### src/rtl/mem_arb_pkg.sv
// Shared types and constants for the fetch/data memory arbiter.
package mem_arb_pkg;

   typedef enum logic [1:0] {
      IDLE,
      REQ,
      RESP
   } arb_state_t;

   typedef enum logic {
      OWN_I,
      OWN_D
   } arb_owner_t;

   localparam logic [2:0]  SIZE_WORD    = 3'b010;
   localparam int unsigned STARVE_CNT_W = 4;

endpackage

### src/rtl/mem_arb_pick.sv
// Winner select between fetch and data requests; data wins unless the optional
// fetch anti-starvation counter (MEM_ARB_STARVE_EN) says fetch is due.
module mem_arb_pick
   import mem_arb_pkg::*;
#(
   parameter int unsigned STARVE_MAX = 4
) (
`ifdef MEM_ARB_STARVE_EN
   input  logic clk,
   input  logic rst,
`endif
   input  logic idle_i,
   input  logic i_req_i,
   input  logic d_req_i,
   output logic i_gnt_o,
   output logic d_gnt_o
);

   logic fetch_win_c;

`ifdef MEM_ARB_STARVE_EN
   localparam logic [STARVE_CNT_W-1:0] STARVE_LIM = STARVE_CNT_W'(STARVE_MAX);

   logic [STARVE_CNT_W-1:0] cnt_q;
   logic [STARVE_CNT_W-1:0] cnt_d;

   assign fetch_win_c = i_req_i && (!d_req_i || (cnt_q == STARVE_LIM));

   // Counts data grants that overtook a waiting fetch.
   always_comb begin
      cnt_d = cnt_q;
      if (i_gnt_o) begin
         cnt_d = '0;
      end else if (d_gnt_o && i_req_i) begin
         cnt_d = cnt_q + STARVE_CNT_W'(1);
      end
   end

   always_ff @(posedge clk) begin
      if (rst) begin
         cnt_q <= '0;
      end else begin
         cnt_q <= cnt_d;
      end
   end
`else
   // STARVE_MAX has no effect without the starvation counter.
   logic unused_starve_c;
   assign unused_starve_c = (STARVE_MAX == 0);

   assign fetch_win_c = i_req_i && !d_req_i;
`endif

   assign i_gnt_o = idle_i && fetch_win_c;
   assign d_gnt_o = idle_i && d_req_i && !fetch_win_c;

endmodule

### src/rtl/mem_arbiter.sv
// Shares one single-ported memory bus between instruction fetch and data ports,
// one outstanding transaction at a time. Optional fetch anti-starvation: MEM_ARB_STARVE_EN.
module mem_arbiter
   import mem_arb_pkg::*;
#(
   parameter int unsigned ADDR_W     = 32,
   parameter int unsigned DATA_W     = 32,
   parameter int unsigned STARVE_MAX = 4
) (
   input  logic              clk,
   input  logic              rst,
   input  logic              i_req,
   input  logic [ADDR_W-1:0] i_addr,
   output logic              i_gnt,
   output logic              i_rvalid,
   output logic [DATA_W-1:0] i_rdata,
   input  logic              d_req,
   input  logic              d_we,
   input  logic [ADDR_W-1:0] d_addr,
   input  logic [DATA_W-1:0] d_wdata,
   input  logic [2:0]        d_size,
   output logic              d_gnt,
   output logic              d_rvalid,
   output logic [DATA_W-1:0] d_rdata,
   output logic              m_req,
   output logic              m_we,
   output logic [ADDR_W-1:0] m_addr,
   output logic [DATA_W-1:0] m_wdata,
   output logic [2:0]        m_size,
   input  logic              m_ready,
   input  logic              m_rvalid,
   input  logic [DATA_W-1:0] m_rdata
);

   arb_state_t        state_q;
   arb_owner_t        owner_q;
   logic              we_q;
   logic [ADDR_W-1:0] addr_q;
   logic [DATA_W-1:0] wdata_q;
   logic [2:0]        size_q;
   logic              idle_c;
   logic              rvalid_c;

   assign idle_c = (state_q == IDLE) && !rst;

   mem_arb_pick #(
      .STARVE_MAX (STARVE_MAX)
   ) u_pick (
`ifdef MEM_ARB_STARVE_EN
      .clk     (clk),
      .rst     (rst),
`endif
      .idle_i  (idle_c),
      .i_req_i (i_req),
      .d_req_i (d_req),
      .i_gnt_o (i_gnt),
      .d_gnt_o (d_gnt)
   );

   // Transaction FSM: latch the winner, present it to memory, wait for read data.
   always_ff @(posedge clk) begin
      if (rst) begin
         state_q <= IDLE;
         owner_q <= OWN_I;
         we_q    <= 1'b0;
         addr_q  <= '0;
         wdata_q <= '0;
         size_q  <= '0;
      end else begin
         case (state_q)
            IDLE: begin
               if (d_gnt) begin
                  owner_q <= OWN_D;
                  we_q    <= d_we;
                  addr_q  <= d_addr;
                  wdata_q <= d_wdata;
                  size_q  <= d_size;
                  state_q <= REQ;
               end else if (i_gnt) begin
                  owner_q <= OWN_I;
                  we_q    <= 1'b0;
                  addr_q  <= i_addr;
                  wdata_q <= '0;
                  size_q  <= SIZE_WORD;
                  state_q <= REQ;
               end
            end
            REQ: begin
               if (m_ready) begin
                  state_q <= we_q ? IDLE : RESP;
               end
            end
            RESP: begin
               if (m_rvalid) begin
                  state_q <= IDLE;
               end
            end
            default: state_q <= IDLE;
         endcase
      end
   end

   // Bus fields read as zero whenever no request is being presented.
   assign m_req   = (state_q == REQ) && !rst;
   assign m_we    = m_req && we_q;
   assign m_addr  = m_req ? addr_q  : '0;
   assign m_wdata = m_req ? wdata_q : '0;
   assign m_size  = m_req ? size_q  : '0;

   assign rvalid_c = (state_q == RESP) && m_rvalid && !rst;
   assign i_rvalid = rvalid_c && (owner_q == OWN_I);
   assign d_rvalid = rvalid_c && (owner_q == OWN_D);
   assign i_rdata  = i_rvalid ? m_rdata : '0;
   assign d_rdata  = d_rvalid ? m_rdata : '0;

endmodule
### config.mk
export PLATFORM = sky130hd
export DESIGN_NAME = mem_arbiter
export DESIGN_NICKNAME = d
export VERILOG_FILES = /design/src/rtl/mem_arb_pkg.sv /design/src/rtl/mem_arb_pick.sv /design/src/rtl/mem_arbiter.sv
export SDC_FILE = /design/constraint.sdc
export NUM_CORES = 1
export LEC_CHECK = 0
export ABC_CLOCK_PERIOD_IN_PS = 1800
export CAP_MARGIN = 20
export CORE_ASPECT_RATIO = 1.75
export CORE_MARGIN = 5
export CORE_UTILIZATION = 33
export DETAILED_ROUTE_END_ITERATION = 6
export PLACE_DENSITY = 0.77
export SETUP_SLACK_MARGIN = 0.15
export SLEW_MARGIN = 25
export SYNTH_ARGS = -nofsm -noshare
export SYNTH_HDL_FRONTEND = slang
export SYNTH_SLANG_ARGS = --single-unit
### constraint.sdc
create_clock -name clk -period 1.8 [get_ports clk]
set_input_delay 0.27 -clock clk [delete_from_list [all_inputs] [get_ports clk]]
set_output_delay 0.27 -clock clk [all_outputs]
set_load 0.05 [all_outputs]
# Word-level counts from Yosys, hierarchy flattened
# Index checks and enable logic that the tools add are counted.
# word_totals
reg_bits	71
in_bits	138
output_inout_bits	137
word_cells	50
# op_classes
eq_ne	5
n_mux	20
bitwise	1
n_reduce_logical	18
# ops
operator	n
$mux W32	8
$logic_and A1 B1 Y1	11
$mux W2	5
$mux W3	3
$pmux W2 S3	1
$ne A2 B2 Y1 const B	2
$logic_not A1 Y1	3
$mux W1	3
$ne A3 B3 Y1 const B	1
$reduce_and A3 Y1	1
$eq A2 B1 Y1 const B	1
$eq A2 B2 Y1 const B	1
$logic_not A2 Y1	1
$reduce_and A2 Y1	1
$reduce_bool A2 Y1	1
$not A1 Y1	1

# Longest topological paths before layout
# Gate-level depths: netlist (run 1).
# logic_depth
word_depth	6
ltp_mapped	5
mapped_depth_nobuf	3

# Cells and area by module
# Synthesis (run 1) repeated with hierarchy kept, for this count alone.
# hier_totals
hier_cells	474
area_unflattened_um2	4071.4
# modules_own_cells
mod	n_inst	cells_each	area_per_inst_um2	seq_area_each_um2
mem_arbiter	1	472	4055.1	1421.4
mem_arb_pick	1	2	16.3	0.0

# Worst setup path before layout (run 1)
# No wires, ideal clock.
# synth_path
kind	reg2out
start	register state_q[1]
end	output i_gnt
arrival_time_ps	2200
t_required_ps	1530
setup_slack_ps	-670
path_stages_with_launch	3
path_buffers	0
path_cell_list	dfxtp_1 nor2_1 nor4bb_1
# synth_via
elab_chain_len	3
# synth_rtl
element	line	text
start: declaration	mem_arbiter.sv:35	arb_state_t state_q;
start signal: assignment	mem_arbiter.sv:90	state_q <= we_q ? IDLE : RESP;
$logic_not A2 Y1	mem_arbiter.sv:44	assign idle_c = (state_q == IDLE) && !rst;
$logic_and A1 B1 Y1	mem_arbiter.sv:44	
$logic_and A1 B1 Y1	mem_arb_pick.sv:54	assign i_gnt_o = idle_i && fetch_win_c;
end: declaration	mem_arbiter.sv:14	output logic i_gnt,
# Every way passes these cells.

# Final worst setup path (run 1)
# layout_path
start	register state_q[0]
end	output m_wdata[23]
# layout_via
elab_chain_len	3
# layout_rtl
element	line	text
$eq A2 B1 Y1	mem_arbiter.sv:104	assign m_req = (state_q == REQ) && !rst;
$logic_and A1 B1 Y1	mem_arbiter.sv:104	
$mux W32	mem_arbiter.sv:107	assign m_wdata = m_req ? wdata_q : '0;
end: declaration	mem_arbiter.sv:28	output logic [DATA_W-1:0] m_wdata,
# Every way passes these cells.

==> metrics.log, run 1 <==
[metrics] remaining antenna violation count after routing: 0
[metrics] largest family of logic cells by synthesized area: simple AND/OR/NAND/NOR gates
[metrics] final number of hold-violating endpoints: 0
[metrics] data required time of the critical path: 1.53 ns
[metrics] worst-case vdd ir drop: 0.643 mV
[metrics] Period minus WS final: 2.07 ns
[metrics] adder and majority gate portion of the synthesized area: 0%
[metrics] Syn Area/Cell: 9.05 um2
[metrics] layout cells sized above 1: 52.1%
[metrics] area of the core: 11600 um2
[metrics] Worst Setup Start Kind: flop
[metrics] DP Cell Count: 823
[metrics] overall die width: 92.1 um
[metrics] share of synthesized cell area in and, or, nand and nor gates: 40.3%
[metrics] Leak Pwr: 0.00379 uW
[metrics] largest cells by area after synthesis: dfxtp_1 37%, and2_1 21%, a22o_1 7.9%
[metrics] met3 wire len: 1680 um
[metrics] Yosys top cell by area: dfxtp_1
[metrics] actual slew at the worst max-slew pin: 0.378 ns
[metrics] detailed-routed wire length on met2: 11300 um
[metrics] total of max-cap violations: 0
[metrics] final hold slack: 0.425 ns
[metrics] data arrival time of the critical path: 1.80 ns
[metrics] startpoint-to-endpoint class of the critical path: reg2out
[metrics] floorplan die area: 14200 um2
[metrics] clock tree from TritonCTS: yes
[metrics] Yosys reg bits: 71
[metrics] top routing layer in use: met5
[metrics] mux contribution to synthesized area: 0%
[metrics] peak clock frequency supported by timing: 484 MHz
[metrics] layout-stage area growth over the synthesis result: 140%
[metrics] kind of end point of the critical path: output pin
[metrics] number of global-route vias before repair: 4581
[metrics] max-slew violations: 0
[metrics] first-pass GRT wire length: 27100 um
[metrics] total clock buffers created by CTS: 9
[metrics] Mapped Area: 3890 um2
[metrics] maximum single-stage delay on the critical path: 0.35 ns
[metrics] sinks on the clock net: 71
[metrics] area share of xor/xnor cells in the synthesized design: 0%
[metrics] status: finished, violations left
[metrics] relative slew slack: 74.8%
[metrics] # IOs: 275
[metrics] first-iteration detailed-routing DRC count: 245
[metrics] synth unique cells: 28
[metrics] ordered cell list for the critical path: buf_4 -> nor3b_4 -> buf_8 -> clkbuf_16 -> and2_4 -> buf_12
[metrics] initial core utilization: 33.6%
[metrics] detailed-routing wirelength on met1: 6510 um
[metrics] violations in the final reports: setup timing
[metrics] Power Dens Cells: 532 nW/um2
[metrics] final clock skew: 0.00625 ns
[metrics] buffer depth of the longest clock path: 2
[metrics] number of H-tree levels: 3
[metrics] Critical-path top delay cell: dfxtp_2
[metrics] number of warning messages in the yosys log: 0
[metrics] Row Count: 52
[metrics] total power: 4980 uW
[metrics] net count after synthesis: 568
[metrics] part of the cycle the worst path needs: 115%
[metrics] sequential share of the synthesized area: 36.5%
[metrics] slack of the critical path: -0.266 ns
[metrics] share of the synthesized area in compound gates (AO/OA/AOI/OAI): 17.2%
[metrics] number of remaining DRC errors: 0
[metrics] type of the tightest min-delay check: in2reg
[metrics] routability congestion estimate: 0.874
[metrics] Setup Viol. Count Final: 135
[metrics] vias after detailed routing: 4553
[metrics] mean number of vias per cell: 5.26
[metrics] buffer cell driving the clock tree root: clkbuf_16
[metrics] clock latency at the later pin of the worst-skew pair: 0.34 ns
[metrics] die span in y: 154 um
[metrics] detailed placement HPWL: 14400 um
[metrics] area share of the largest cell type after synthesis: 36.5%
[metrics] aggregate global-route resource usage: 25.3%
[metrics] count of input and output buffers: 274
[metrics] post-synthesis cell count: 430
[metrics] CTS clock-pin slew for the worst setup and hold paths: 0.06 ns
[metrics] Net count, final: 860
[metrics] sum of routed wire length over all layers: 20300 um
[metrics] filler-free cell count of the finished design: 866
[metrics] maximum number of pins on one net before global-route repair: 39
[metrics] WL/cell: 23.4 um
[metrics] global-route congestion overflow total: 0
[metrics] CP Max Fanout: 10
[metrics] detailed-routing iteration count for the pre-antenna-repair pass: 4
[metrics] initial antenna violation count: 5
[metrics] unrepaired setup endpoints after global routing: true
## flip-flops by register name, summed over array words and instances (netlist names)
| name | cells |
|---|---|
| we_q | 1 |
| state_q | 2 |
| owner_q | 1 |
| size_q | 3 |
| wdata_q | 32 |
| addr_q | 32 |
## cell families after synthesis
kind of cell    Yosys count
compound gates           73
buf+inv                  41
flops                    71
simple gates            245
## cell usage in the layout, fill, tap and decap left out, drive strengths merged
cell type      instances
nor3                  33
nor4bb                 1
and2                 132
dfxtp                 71
or3b                   1
diode                  4
and3b                  2
clkinv                 1
and4bb                 1
a22o                  35
o22a                  32
a21oi                  4
buf                  178
bufinv                 2
clkinvlp               1
dlygate4sd2            1
nor3b                 35
nor2b                 32
and3                   1
clkdlybuf4s50        134
o21ba                  1
or2                    1
a21bo                  1
inv                    3
nor2                   6
clkbuf                18
## worst paths after layout
| kind | from | end | slack [ns] | cells after the start |
|---|---|---|---|---|
| min | rst | state_q[1] | 0.42 | 3 |
| max reg2reg | state_q[0] | wdata_q[9] | 0.14 | 7 |
| min reg2reg | wdata_q[19] | wdata_q[19] | 0.47 | 1 |
| max | state_q[0] | m_wdata[23] | -0.27 | 6 |
## cells in the mapped netlist (all sizes together)
library cell,instances
dfxtp,71
nor3b,35
nor4bb,1
o22a,32
a21bo,1
and3b,2
nor3,33
buf,18
a21oi,4
or3b,1
a22o,35
nor2,6
and4bb,1
clkbuf,23
nor2b,32
or2,1
o21ba,1
and2,132
and3,1
## cell type report
type | count | area, um2
Tap cell | 135 | 169
Clock buffer | 9 | 225
Sequential cell | 71 | 1420
Timing Repair Buffer | 322 | 4870
Fill cell | 650 | 2220
Antenna cell | 4 | 10.0
Multi-Input combinational cell | 318 | 2550
Clock inverter | 7 | 103
## worst max-delay path: cells and delay by family, from the launching register on
kind	cells	cell delay, ns
flops	1	0.35
buf+inv	4	0.68
simple gates	2	0.42
## layer usage
metal	up-vias	GRT usage, %
met5	-	0
met3	48	9.00
met2	240	50.1
met1	2179	22.9
met4	6	9.28
li1	2080	-
## where the power goes
group	switching (uW)	internal [uW]	total [uW]	leakage [uW]
combinational	494	730	1220	0.00304
sequential	80.0	1710	1790	0.000585
clock	738	1230	1970	0.000157
total	1310	3670	4980	0.00379
## stage by stage
stage / TNS [ns] / util, % / setup slack, ns / cell area (um2)
after detailed placement: -12.36 / 72.0 / -0.229 / 8340
after global routing: -29.14 / 80.7 / -0.303 / 9350
after global placement: -13.86 / 72.0 / -0.236 / 8340
after CTS: -10.45 / 78.1 / -0.139 / 9050
after floorplan: 0 / - / 0.124 / 4030
final: -23.91 / 80.8 / -0.266 / 9360
## repair_timing
action	in CTS	in global routing
cloned	4	9
hold buffers	0	0
resized for setup	95	16
pin swaps	17	5
setup endpoints to repair	137	166
buffers inserted	7	3
endpoints found under the hold margin	0	0
(Power assumes the default switching activity.)
==> run 2, diff against run 1 <==
--- a/config.mk
+++ b/config.mk
@@ -11,5 +11,5 @@
 export CORE_MARGIN = 5
-export CORE_UTILIZATION = 33
+export CORE_UTILIZATION = 35
 export DETAILED_ROUTE_END_ITERATION = 6
-export PLACE_DENSITY = 0.77
+export PLACE_DENSITY = 0.81
 export SETUP_SLACK_MARGIN = 0.15
==> constraint.sdc (replaced) <==
create_clock -name clk -period 1.8 [get_ports clk]
set_input_delay 0.36 -clock clk [delete_from_list [all_inputs] [get_ports clk]]
set_output_delay 0.36 -clock clk [all_outputs]
set_load 0.05 [all_outputs]
==> metrics.log, run 2 (synthesized netlist as in run 1, its figures left out) <==
[metrics] status: finished, violations left
[metrics] violations in the final reports: setup timing
[metrics] final number of hold-violating endpoints: 0 (unchanged)
[metrics] remaining antenna violation count after routing: 0 (unchanged)
[metrics] kind of end point of the critical path: output pin
[metrics] first-pass GRT wire length: 31500 um (+16%)
[metrics] buffer depth of the longest clock path: 2 (unchanged)
[metrics] slack of the critical path: -0.371 ns (-0.104 ns)
[metrics] layout-stage area growth over the synthesis result: 140%
[metrics] Net count, final: 858 (-0.23%)
[metrics] Period minus WS final: 2.17 ns (+0.104 ns)
[metrics] data arrival time of the critical path: 1.81 ns (about the same)
[metrics] global-route congestion overflow total: 0 (unchanged)
[metrics] summed negative setup slack over all endpoints: -34.21 ns (-10.29 ns)
[metrics] initial antenna violation count: 3 (-2)
[metrics] actual slew at the worst max-slew pin: 0.373 ns (-0.00524 ns)
[metrics] part of the cycle the worst path needs: 121% (+5.8 points)
[metrics] clock latency at the later pin of the worst-skew pair: 0.33 ns (about the same)
[metrics] largest registers: addr_q x32, wdata_q x32, size_q x3
[metrics] number of remaining DRC errors: 0 (unchanged)
[metrics] hold path start: wdata_q[0]
[metrics] die span in y: 150 um (-2.7%)
[metrics] routability congestion estimate: 0.991 (+13%)
[metrics] worst reg2reg startpoint: state_q[0]
[metrics] total of max-cap violations: 0 (unchanged)
[metrics] Crit path max-delay family: simple AND/OR/NAND/NOR gates
[metrics] CTS clock-pin slew for the worst setup and hold paths: 0.06 ns (about the same)
[metrics] Leak Pwr: 0.00378 uW (-0.29%)
[metrics] detailed-routing iteration count for the pre-antenna-repair pass: 5 (+1)
[metrics] startpoint-to-endpoint class of the critical path: reg2out
[metrics] max-slew violations: 0 (unchanged)
[metrics] WL/cell: 26.3 um (+12%)
[metrics] final hold slack: 0.484 ns (+0.0593 ns)
[metrics] mean number of vias per cell: 5.53 (+5.2%)
[metrics] sum of routed wire length over all layers: 22600 um (+12%)
[metrics] end point of the most critical hold path: wdata_q[0]
[metrics] Row Count: 51 (-1.9%)
[metrics] Hold Crit Depth: 1 (-2)
[metrics] worst-case vdd ir drop: 0.654 mV (+1.7%)
[metrics] Worst Setup Start Kind: flop
[metrics] maximum single-stage delay on the critical path: 0.33 ns (-0.02 ns)
[metrics] unrepaired setup endpoints after global routing: true
[metrics] sinks on the clock net: 71 (unchanged)
[metrics] cell repeated most along the worst path: buf_12
[metrics] layout cells sized above 1: 52.1% (about the same)
[metrics] overall die width: 89.7 um (-2.6%)
[metrics] ordered cell list for the critical path: nor3b_2 -> and3b_2 -> buf_4 -> buf_6 -> buf_12 -> buf_16 -> and2_4 -> buf_12
[metrics] floorplan die area: 13400 um2 (-5.2%)
[metrics] type of the tightest min-delay check: reg2reg
[metrics] detailed placement HPWL: 14600 um (+1.3%)
[metrics] slack of the worst reg-to-reg path: 0.20 ns (+0.06 ns)
[metrics] relative slew slack: 75.2% (+0.35 points)
[metrics] # IOs: 275 (unchanged)
[metrics] Power Dens Cells: 513 nW/um2 (-3.5%)
[metrics] CP Max Fanout: 8 (-2)
[metrics] aggregate global-route resource usage: 30.6% (+5.3 points)
[metrics] total power: 4800 uW (-3.6%)
[metrics] count of input and output buffers: 274 (unchanged)
[metrics] vias after detailed routing: 4755 (+4.4%)
[metrics] total clock buffers created by CTS: 9 (unchanged)
[metrics] commonest cells after routing, fill and taps aside: 149 x buf_12, 133 x clkdlybuf4s50_1, 129 x and2_4, 69 x dfxtp_1, 35 x a22o_1
[metrics] Setup Viol. Count Final: 136 (+0.74%)
[metrics] number of global-route vias before repair: 4930 (+7.6%)
[metrics] clock tree from TritonCTS: yes
[metrics] worst setup slack after placement: -0.347 ns (-0.119 ns)
[metrics] data required time of the critical path: 1.44 ns (-0.09 ns)
[metrics] area of the core: 11000 um2 (-4.7%)
[metrics] worst path bufs/invs: 5 (+1)
[metrics] commonest non-fill, non-tap cell in the layout: buf_12
[metrics] launching instance or port of the critical path: state_q[0]
[metrics] buffer cell driving the clock tree root: clkbuf_16
[metrics] Critical R2R Capture: wdata_q[13]
[metrics] peak clock frequency supported by timing: 461 MHz (-4.8%)
[metrics] first-iteration detailed-routing DRC count: 317 (+29%)
[metrics] Critical-path top delay cell: dfxtp_2
[metrics] maximum number of pins on one net before global-route repair: 65 (+67%)
[metrics] final clock skew: 0.00844 ns (+0.00219 ns)
[metrics] R2R cell count: 5 (-2)
[metrics] initial core utilization: 35.3% (+1.6 points)
[metrics] number of H-tree levels: 3 (unchanged)
-- run 2: cell count changes in the layout (fill, tap and decap cells not counted), sizes merged, moves of 2 or more --
cell,change
inv,-2
clkinv,+2
clkbuf,-5
buf,+3
-- run 2: worst max path at each step --
stage,endpoint,slack [ns],cells past startpoint
2_1_floorplan,i_gnt,0.06,2
3_3_place_gp,i_rdata[31],-0.35,6
3_5_place_dp,i_rdata[31],-0.35,6
4_1_cts,i_rdata[3],-0.33,8
5_1_grt,i_rdata[20],-0.42,8
6_report,i_rdata[15],-0.37,8
-- run 2: metrics by stage --
| stage | util [%] | std cells | area, um2 |
|---|---|---|---|
| final | 84.7 | 860 | 9350 |
| after global routing | 84.7 | 860 | 9350 |
| after CTS | 83.1 | 849 | 9170 |
| after detailed placement | 76.8 | 814 | 8480 |
| after global placement | 76.8 | 814 | 8480 |
| after floorplan | - | 430 | 4300 |
-- run 2: worst reg2reg max path: cells and delay by family (launching register included) --
family	cells	cell delay [ns]
AND/OR/NAND/NOR	2	0.56
flip-flops	1	0.33
buffers and inverters	2	0.38
AO/OA/AOI/OAI	1	0.26
-- run 2: cell type report --
class / count / area (um2)
Tap cell: 132 / 165
Multi-Input combinational cell: 318 / 2590
Fill cell: 526 / 1690
Clock inverter: 7 / 72.6
Timing Repair Buffer: 320 / 4860
Sequential cell: 71 / 1420
Antenna cell: 3 / 7.51
Clock buffer: 9 / 225
-- run 2: repair_timing --
item	in CTS	in global routing
resized for setup	41	10
pin swaps	7	24
hold buffers	0	0
setup buffers	12	3
gates cloned	7	5
setup endpoints to repair	137	152
-- run 2: where the power goes --
part / switching, uW / internal, uW / total (uW)
combinational: 516 / 693 / 1210
clock: 717 / 1080 / 1790
sequential: 89.9 / 1710 / 1800
-- run 2: per-layer routing --
| layer | GRT usage (%) | vias to the layer above | part of all wire, % |
|---|---|---|---|
| li1 | - | 2074 | - |
| met1 | 29.4 | 2322 | 32 |
| met2 | 57.5 | 293 | 54 |
| met3 | 8.60 | 66 | 8.2 |
| met4 | 17.5 | 0 | 6.0 |
| met5 | 0 | - | 0 |
